### src/rtl/binary_to_gray_pkg.sv
// Shared constants for Gray-coded pointer logic.
// Any block that shares the default pointer width imports this package.
package binary_to_gray_pkg;

  localparam int B2G_WIDTH_DEF = 4;
  localparam int B2G_WIDTH_MIN = 2;
  localparam int B2G_WIDTH_MAX = 32;

endpackage : binary_to_gray_pkg

### src/rtl/gray_to_binary.sv
// Combinational Gray-to-binary decoder (XOR prefix from the MSB down).
// It is also usable on its own in FIFO pointer synchronisers.
module gray_to_binary
  import binary_to_gray_pkg::*;
#(
  parameter int WIDTH = B2G_WIDTH_DEF
) (
  input  logic [WIDTH-1:0] g_i,
  output logic [WIDTH-1:0] bin_o
);

  always_comb begin
    bin_o = g_i;
    for (int i = WIDTH - 2; i >= 0; i--) begin
      bin_o[i] = bin_o[i+1] ^ g_i[i];
    end
  end

endmodule : gray_to_binary

### src/rtl/binary_to_gray.sv
// Binary-to-Gray converter: combinational output plus a one-stage registered
// copy with valid flag and an optional sticky Gray->binary round-trip check.
module binary_to_gray
  import binary_to_gray_pkg::*;
#(
  parameter int WIDTH    = B2G_WIDTH_DEF,
  parameter bit CHECK_EN = 1'b1
) (
  input  logic             clk,
  input  logic             rst,
  input  logic [WIDTH-1:0] b,
  output logic [WIDTH-1:0] g,
  input  logic             in_valid,
  output logic [WIDTH-1:0] g_q,
  output logic             out_valid,
  output logic [WIDTH-1:0] b_q,
  output logic             chk_err,
  input  logic             chk_clr
);

  logic [WIDTH-1:0] gray_q, gray_d;
  logic [WIDTH-1:0] bin_q, bin_d;
  logic             vld_q, vld_d;

  assign g = b ^ (b >> 1);

  always_comb begin
    gray_d = gray_q;
    bin_d  = bin_q;
    vld_d  = in_valid;
    if (in_valid) begin
      gray_d = g;
      bin_d  = b;
    end
  end

  // Capture stage: data holds when idle, valid drops.
  always_ff @(posedge clk or posedge rst) begin
    if (rst) begin
      gray_q <= '0;
      bin_q  <= '0;
      vld_q  <= 1'b0;
    end else begin
      gray_q <= gray_d;
      bin_q  <= bin_d;
      vld_q  <= vld_d;
    end
  end

  assign g_q       = gray_q;
  assign b_q       = bin_q;
  assign out_valid = vld_q;

  generate
    if (CHECK_EN) begin : g_chk
      logic [WIDTH-1:0] dec;
      logic             mism;
      logic             err_q, err_d;

      gray_to_binary #(.WIDTH(WIDTH)) u_dec (
        .g_i   (gray_q),
        .bin_o (dec)
      );

      assign mism = vld_q && (dec != bin_q);

      // A new mismatch takes priority over a clear in the same cycle.
      always_comb begin
        err_d = err_q;
        if (chk_clr) err_d = 1'b0;
        if (mism)    err_d = 1'b1;
      end

      always_ff @(posedge clk or posedge rst) begin
        if (rst) err_q <= 1'b0;
        else     err_q <= err_d;
      end

      assign chk_err = err_q;
    end else begin : g_nochk
      logic unused_clr;
      assign unused_clr = chk_clr;
      assign chk_err    = 1'b0;
    end
  endgenerate

endmodule : binary_to_gray

### config.mk
export PLATFORM = sky130hd
export DESIGN_NAME = binary_to_gray
export DESIGN_NICKNAME = d
export VERILOG_FILES = /design/src/rtl/binary_to_gray_pkg.sv /design/src/rtl/gray_to_binary.sv /design/src/rtl/binary_to_gray.sv
export SDC_FILE = /design/constraint.sdc
export NUM_CORES = 1
export LEC_CHECK = 0
export ABC_AREA = 0
export CAP_MARGIN = 40
export CORE_MARGIN = 2
export CORE_UTILIZATION = 30
export DETAILED_ROUTE_END_ITERATION = 8
export HOLD_SLACK_MARGIN = 0.05
export PLACE_DENSITY = 0.61
export REMOVE_ABC_BUFFERS = 1
export SYNTH_ARGS = -nofsm -noshare
export SYNTH_HDL_FRONTEND = slang
export SYNTH_HIERARCHICAL = 1
export SYNTH_SLANG_ARGS = --single-unit
### constraint.sdc
create_clock -name clk -period 3.8 [get_ports clk]
set_clock_uncertainty 0.2 [all_clocks]
set_input_delay 0.76 -clock clk [delete_from_list [all_inputs] [get_ports clk]]
set_output_delay 0.76 -clock clk [all_outputs]
set_load 0.03 [all_outputs]
==> results.yml <==
global_route:
  grt.total_usage_pct: 10.56
  overflow: 0
  grtUsageMet2_pct: 15.76
  antenna_found_initial: 0
  grt_pass1_wl_mm: 1.414
  use_met1_pct: 13.30
  met3_usage_pct: 6.383
  grt_pass1_vias: 332
  busiest_layer: "met2"
  grt_max_degree: 10
critical_path:
  arrival_ns: 2.20
  start_kind: "input port"
  cp_slowest_cell: "clkdlybuf4s50_1"
  slowest_delay_ns: 0.70
  crit_chain: "clkdlybuf4s50_1 -> xor2_1 -> clkdlybuf4s50_1"
  path_max_fanout: 3
  crit_type: "in2out"
  crit_path_frequent_cell: "clkdlybuf4s50_1"
  endpoint_kind: "primary output"
  cp_data_required_time_ns: 2.84
finish:
  final_area_sq_um: 686.9
  diodes: 0
  final_common_cell: "clkdlybuf4s50_1"
  syn_to_final_growth_pct: 50.41
  final_nets: 65
  most-common-layout-cells: "clkdlybuf4s50_1, dfrtp_1, xor2_1, mux2_2, clkbuf_4"
  drive_gt1_share_pct: 21.43
sta:
  rsz0062_at_grt: "no"
  period_share_pct: 83.11
  tns_ns: 0
  worstMarginPinSlew_ns: 0.3605
  drv_slew: 0
  fin_ws_ns: 0.6418
  hold_ws_ns: 0.3280
  setup_viol: 0
  fmax_ghz: 0.3166
  post-route-min-period_ns: 3.158
  relSlewSlack_pct: 75.89
  hold_viol: 0
synth:
  synth_compound_area_share_pct: 3.014
  ys_seq_area_share_pct: 49.32
  synth_xor_area_share_pct: 22.74
  synthAdderAreaFrac_pct: 0
  synth_cell_types: 10
  avgSynthCellArea_sq_um: 13.05
  synth-seq-cells: 9
  synth_top_family_by_area: "XOR/XNOR gates"
  yosys.area_share.simple_pct: 0
  synth_mux_area_share_pct: 17.26
  syn_inst: 35
  yosys_warnings: 6
  synth.cell_area_sq_um: 456.7
status:
  status: "finished clean"
floorplan:
  start_util_pct: 31.04
  rows: 14
  ios: 22
  die-area_sq_mm: 0.001850
  die_h_um: 43.02
  core_area_sq_mm: 0.001471
  dieWidth_um: 43.02
power_and_ir_drop:
  power.density_mw_per_mm2: 461.0
  leakage_nw: 0.2906
  p_total_mw: 0.3167
  vdd_drop_max_mv: 0.2283
placement:
  gp_congestion: 0.5923
  pre_cts_slack_ns: 0.6160
  numPortBuffers: 21
  dp_hpwl_um: 632.2
  place_area_sq_um: 659.4
cts:
  cts_max_level: 1
  cts_resized: 0
  post_cts_buffers: 0
  cts_buffers: 3
  clkTransAtPathRegs_ns: 0.06
  clockBufferDepth: 2
  cts_tree: "built"
  clock-sinks: 9
  cts_hold_buf: 0
  clock_latency_ns: 0.26
  cts-root-buf: "clkbuf_4"
routing:
  via_per_inst: 4.417
  dr.pass1.iters: 1
  drtIter0Drc: 0
  wire_per_inst_um: 11.19
  routed_wl_um: 806
  drc: 0
  postRouteAntennaNets: 0
  via_count: 318
min_path:
  hold_class: "reg2reg"
flow_run:
  max_cap_viol_count: 0
==> sequential cells by signal, indices dropped and copies added (netlist names) <==
signal / cells
out_valid: 1
g_q: 4
chk_err: 1
b_q: 3
==> Yosys cell counts <==
| cell | instances | area (sq um) |
|---|---|---|
| xor2_1 | 8 | 70.07 |
| o41ai_1 | 1 | 8.760 |
| xor2_2 | 1 | 16.27 |
| buf_4 | 3 | 22.52 |
| o21ai_1 | 1 | 5.000 |
| xnor2_1 | 2 | 17.52 |
| dfrtp_1 | 9 | 225.2 |
| inv_1 | 2 | 7.510 |
| mux2_2 | 7 | 78.83 |
| buf_2 | 1 | 5.000 |
==> layout make-up <==
class,instances,area (sq um)
sequential,9,225.2
inverter,2,7.507
fill,158,784.5
multi-input combinational,20,196.4
clock inverter,1,5.005
tap,16,20.02
clock buffer,3,22.52
timing repair buffer,21,210.2
==> metal layers <==
| layer | vias to the layer above | part of all wire (%) |
|---|---|---|
| li1 | 155 | - |
| met1 | 152 | 47 |
| met2 | 11 | 47 |
| met3 | 0 | 5.8 |
| met4 | 0 | 0 |
| met5 | - | 0 |
==> stage by stage <==
stage / utilization (%) / cells
after detailed placement: 44.81 / 68
after floorplan: - / 31
after global routing: 46.68 / 72
after global placement: 44.81 / 68
after CTS: 46.68 / 72
final: 46.68 / 72
==> cells by family after synthesis <==
logic type	count (synthesis)
AO/OA/AOI/OAI	2
flip-flops	9
buffers and inverters	6
multiplexers	7
XOR/XNOR	11
==> path summary, 6_finish.rpt <==
kind,from,end,slack (ns),cells after the start
worst max-delay path,b[1],g[1],0.64,3
max in group asynchronous,rst,b_q[0]$_DFFE_PP0P_,2.58,2
worst max register to register,g_q[3]$_DFFE_PP0P_,chk_err$_DFFE_PP0P_,1.97,5
worst min register to register,chk_err$_DFFE_PP0P_,chk_err$_DFFE_PP0P_,0.33,2
min in group asynchronous,rst,g_q[3]$_DFFE_PP0P_,0.57,2
worst min-delay path,chk_err$_DFFE_PP0P_,chk_err$_DFFE_PP0P_,0.33,2
==> power breakdown <==
part | total, mW | leakage [nW] | switching, mW | internal (mW)
registers | 0.119 | 0.104 | 0.0121 | 0.107
logic | 0.122 | 0.168 | 0.0634 | 0.0590
clock network | 0.0750 | 0.0177 | 0.0361 | 0.0389
total | 0.317 | 0.291 | 0.112 | 0.205
==> worst max-delay path, delay by kind of cell <==
kind	cells	cell delay [ns]
xor+xnor	1	0.19
buf+inv	2	1.24
Note: power is estimated with default switching activity, not from simulation.
